## src/rtl/adder_rr_scheduler.sv

```systemverilog
// adder_rr_scheduler: shares one registered adder among NUM_REQ requesters
// using round-robin arbitration, one outstanding operation at a time.
module adder_rr_scheduler #(
    parameter  int unsigned NUM_REQ = 4,
    parameter  int unsigned DATA_W  = 8,
    parameter  int unsigned ADD_LAT = 1,
    localparam int unsigned ID_W    = $clog2(NUM_REQ)
) (
    input  logic                      clk,
    input  logic                      reset,
    input  logic [NUM_REQ-1:0]        req_valid,
    output logic [NUM_REQ-1:0]        req_ready,
    input  logic [NUM_REQ*DATA_W-1:0] req_in1,
    input  logic [NUM_REQ*DATA_W-1:0] req_in2,
    output logic [DATA_W-1:0]         add_in1,
    output logic [DATA_W-1:0]         add_in2,
    input  logic [DATA_W:0]           add_out,
    output logic                      rsp_valid,
    input  logic                      rsp_ready,
    output logic [DATA_W:0]           rsp_data,
    output logic [ID_W-1:0]           rsp_id,
    output logic                      busy,
    output logic [15:0]               op_count
);

    localparam int unsigned CNT_W = 4;

    typedef enum logic [1:0] {
        ST_IDLE,
        ST_WAIT,
        ST_RESP
    } state_t;

    state_t             state;
    logic [ID_W-1:0]    last_grant;
    logic [CNT_W-1:0]   cnt;

    logic               grant_vld;
    logic [ID_W-1:0]    grant;
    logic [DATA_W-1:0]  sel_in1;
    logic [DATA_W-1:0]  sel_in2;
    int unsigned        idx;

    // Round-robin search starting just after the last granted requester.
    always_comb begin
        grant_vld = 1'b0;
        grant     = '0;
        sel_in1   = '0;
        sel_in2   = '0;
        idx       = 0;
        for (int unsigned k = 0; k < NUM_REQ; k++) begin
            idx = (32'(last_grant) + 32'd1 + k) % NUM_REQ;
            if (!grant_vld && req_valid[ID_W'(idx)]) begin
                grant_vld = 1'b1;
                grant     = ID_W'(idx);
                sel_in1   = DATA_W'(req_in1 >> (idx * DATA_W));
                sel_in2   = DATA_W'(req_in2 >> (idx * DATA_W));
            end
        end
    end

    // Accept strobe is combinational, only in IDLE and never while in reset.
    always_comb begin
        req_ready = '0;
        if (!reset && state == ST_IDLE && grant_vld) begin
            req_ready[grant] = 1'b1;
        end
    end

    assign busy = (state != ST_IDLE);

    // Scheduler FSM: accept, wait out adder latency, hold response until taken.
    always_ff @(posedge clk) begin
        if (reset) begin
            state      <= ST_IDLE;
            last_grant <= ID_W'(NUM_REQ - 1);
            cnt        <= '0;
            op_count   <= '0;
            add_in1    <= '0;
            add_in2    <= '0;
            rsp_valid  <= 1'b0;
            rsp_data   <= '0;
            rsp_id     <= '0;
        end else begin
            case (state)
                ST_IDLE: begin
                    if (grant_vld) begin
                        add_in1    <= sel_in1;
                        add_in2    <= sel_in2;
                        rsp_id     <= grant;
                        last_grant <= grant;
                        cnt        <= CNT_W'(ADD_LAT);
                        state      <= ST_WAIT;
                    end
                end
                ST_WAIT: begin
                    if (cnt != '0) begin
                        cnt <= cnt - CNT_W'(1);
                    end else begin
                        rsp_data  <= add_out;
                        rsp_valid <= 1'b1;
                        state     <= ST_RESP;
                    end
                end
                ST_RESP: begin
                    if (rsp_ready) begin
                        rsp_valid <= 1'b0;
                        op_count  <= op_count + 16'd1;
                        state     <= ST_IDLE;
                    end
                end
                default: state <= ST_IDLE;
            endcase
        end
    end

endmodule

```

## config.mk

```make
export PLATFORM = sky130hd
export DESIGN_NAME = adder_rr_scheduler
export DESIGN_NICKNAME = d
export VERILOG_FILES = /design/src/rtl/adder_rr_scheduler.sv
export SDC_FILE = /design/constraint.sdc
export NUM_CORES = 1
export LEC_CHECK = 0
export BUFFER_PORTS_ARGS = -buffer_cell sky130_fd_sc_hd__buf_4
export CAP_MARGIN = 0
export CORE_MARGIN = 3
export CORE_UTILIZATION = 57
export DETAILED_ROUTE_END_ITERATION = 10
export PLACE_DENSITY_LB_ADDON = 0.15
export SLEW_MARGIN = 20
export SYNTH_ARGS = -nofsm -noshare
export SYNTH_HDL_FRONTEND = slang
export SYNTH_SLANG_ARGS = --single-unit
export TNS_END_PERCENT = 10
```

## constraint.sdc

```tcl
create_clock -name clk -period 4 [get_ports clk]
set_input_delay 0.4 -clock clk [delete_from_list [all_inputs] [get_ports clk]]
set_output_delay 0.4 -clock clk [all_outputs]
set_load 0.1 [all_outputs]
```

==> out/qor.yml <==
yosys:
  yosys.area_share.simple: 0.145
  synth_top_family_by_area: "multiplexers"
  synth_edf_count: 0
  yosys.area_share.adder: 0.00577
  yosysTopAreaCell: "mux4_2"
  yosysWarningCount: 0
  ys_types: 48
  synth.avg_cell_area_um2: 10.4
  syn_nets: 500
  synth_cells: 418
  synthFlopType: "dfxtp_1"
  synthMuxAreaShare: 0.400
  synth_xor_area_frac: 0.0343
  ys_seq_area_frac: 0.240
  synth_top_area_frac: 0.342
  synth_compound_area_frac: 0.0894
  synth_async_sr_flop_share: 0
  ys_ff_latch: 52
  ys_top_cells_by_area: "mux4_2, dfxtp_1, mux2i_1"
  syn_area_mm2: 0.00434
route:
  met3_length_um: 818
  wl_um: 10100
  drc: 0
  top_layer: "met4"
  wl_met2_um: 5140
  viasPerCell: 6.11
  met1_length_um: 4070
  final_antenna_net_count: 0
  first_pass_iters: 4
  wl_per_cell_um: 16.4
  via_count: 3791
  first_iter_violations: 309
clock_tree:
  post_cts_buffers: 0
  cts_root_buf: "clkbuf_8"
  clk_pin_slew_ns: 0.11
  cts_buffers: 5
  clock_sinks: 52
  cts_tree: "yes"
  clk_latency_ns: 0.32
  cts_buffer_depth: 2
  cts-resized-gates: 0
  hold_buffers: 0
  cts_max_level: 2
placement:
  gp_congestion: 0.763
  io_buffer_count: 128
  place_ws_ns: 1.23
  place_area_mm2: 0.00524
  dpl.cell_count: 612
  dp_hpwl_um: 7430
timing:
  layout_setup_ws_ns: 1.05
  fin_crit_sh: 0.738
  setup_viol: 0
  fin_crit_ns: 2.95
  final.setup_skew_ns: 0.0130
  slew_viol_final: 0
  hold_viol_final: 0
  max-slew-margin-rel: 0.387
  whs_ns: 0.321
  worstMarginPinSlew_ns: 0.917
  grt_setup_unrepaired: "false"
  final.setup.tns_ns: 0
  fmax_mhz: 339
critical_path:
  critPathLaunchType: "flip-flop"
  cp_max_fo: 43
  path_class: "reg -> out"
  r2r_setup_slack_ns: 1.24
  required_ns: 3.60
  worstPathArrival_ns: 2.55
  critPathCaptureType: "output pin"
run_status:
  status: "finished clean"
job:
  drv_cap: 0
finish:
  fin_cells: 620
  final.fill_count: 539
  areaGrowthSynthToFinish_pct: 23.3
  drive_gt1_frac: 0.411
  diodes: 0
  num-nets-final: 602
  stdcell_area_mm2: 0.00535
  fin_util: 0.730
floorplan:
  core_mm2: 0.00733
  rows: 31
  die_h_um: 93.3
  die_w_um: 93.3
  io_pins: 129
  initial_core_util: 0.592
  dieArea_mm2: 0.00870
global_route:
  grt_max_degree: 55
  antenna_found_initial: 0
  track_usage: 0.233
  grt_pass1_wl_um: 16400
  grt_remaining_overflow: 0
  grt_pass1_vias: 3587
worst_hold_path:
  hp-class: "in -> reg"
power:
  p_leak_nw: 2.37
  power_per_cell_area_mw_per_mm2: 467
  ir_drop_mv: 0.286
  power_mw: 2.50
[layout by cell type (no fill, tap or decap), types with 3 or more instances in the layout]
cell / netlist / layout
buf_4: 10 / 130
mux4_2: 66 / 66
nor2_1: 53 / 52
dfxtp_1: 52 / 50
inv_1: 41 / 41
nand2_1: 29 / 29
mux2i_1: 25 / 25
a311oi_1: 16 / 16
o22ai_1: 15 / 15
nor3_1: 10 / 10
xor2_1: 9 / 9
xnor2_1: 8 / 8
nor2b_1: 5 / 5
a21oi_1: 5 / 5
nand3_1: 5 / 5
clkbuf_8: 0 / 5
nand2b_1: 3 / 3
nand3b_1: 3 / 3
nor3b_1: 3 / 3
and4_1: 3 / 3
[power by group]
part / internal (mW) / total (mW) / switching, mW
sequential: 0.589 / 0.686 / 0.0965
clock: 0.189 / 0.383 / 0.193
combinational: 0.562 / 1.43 / 0.868
[area by class of cell]
type                            instances  area [um^2]  share of cell area
Clock inverter                          3         45.0             0.00842
Clock buffer                            5         68.8              0.0129
Timing Repair Buffer                  130          976               0.182
Inverter                               41          154              0.0288
Tap cell                               99          124              0.0231
Sequential cell                        52         1050               0.196
Multi-Input combinational cell        290         2940               0.549
[logic make-up (layout without fill, tap and decap cells)]
group                      after synthesis  in the layout
buffers and inverters                   76            179
DFF                                     52             52
xor gates and xnor gates                17             17
muxes                                   91             91
adders and majority gates                2              2
and+or+nand+nor                        130            130
AOI/OAI and AO/OA                       50             50
[synthesized netlist by cell type, types with 5 or more instances]
| master | instances |
|---|---|
| a21oi_1 | 5 |
| a311oi_1 | 16 |
| buf_2 | 8 |
| buf_4 | 10 |
| buf_6 | 5 |
| clkbuf_1 | 11 |
| dfxtp_1 | 52 |
| inv_1 | 41 |
| mux2i_1 | 25 |
| mux4_2 | 66 |
| nand2_1 | 29 |
| nand3_1 | 5 |
| nor2_1 | 53 |
| nor2b_1 | 5 |
| nor3_1 | 10 |
| o22ai_1 | 15 |
| xnor2_1 | 8 |
| xor2_1 | 9 |
[flip-flops by register name (all words and copies together) (netlist names)]
signal,cells
cnt,4
add_in1,8
add_in2,8
last_grant,2
op_count,16
rsp_data,9
rsp_valid,1
state,2
rsp_id,2
[layer usage]
layer | track usage | vias up
met3 | 0.0362 | 8
li1 | - | 1782
met5 | 0 | -
met4 | 0.0720 | 0
met2 | 0.409 | 158
met1 | 0.297 | 1843
[worst max-delay path: stages (launching register included)]
cell and delay, ns:
dfxtp_4 0.67, buf_4 0.60, o32a_1 0.26, o21ai_0 0.21, nor2_1 0.17, buf_4 0.30
[worst paths after layout]
check	from	end	cells after the start
worst max-delay path	last_grant[0]	req_ready[0]	5
worst min register to register	rsp_valid	rsp_valid	2
worst max register to register	last_grant[1]	add_in2[1]	5
worst min-delay path	add_out[1]	rsp_data[1]	3
(Power assumes the default switching activity.)
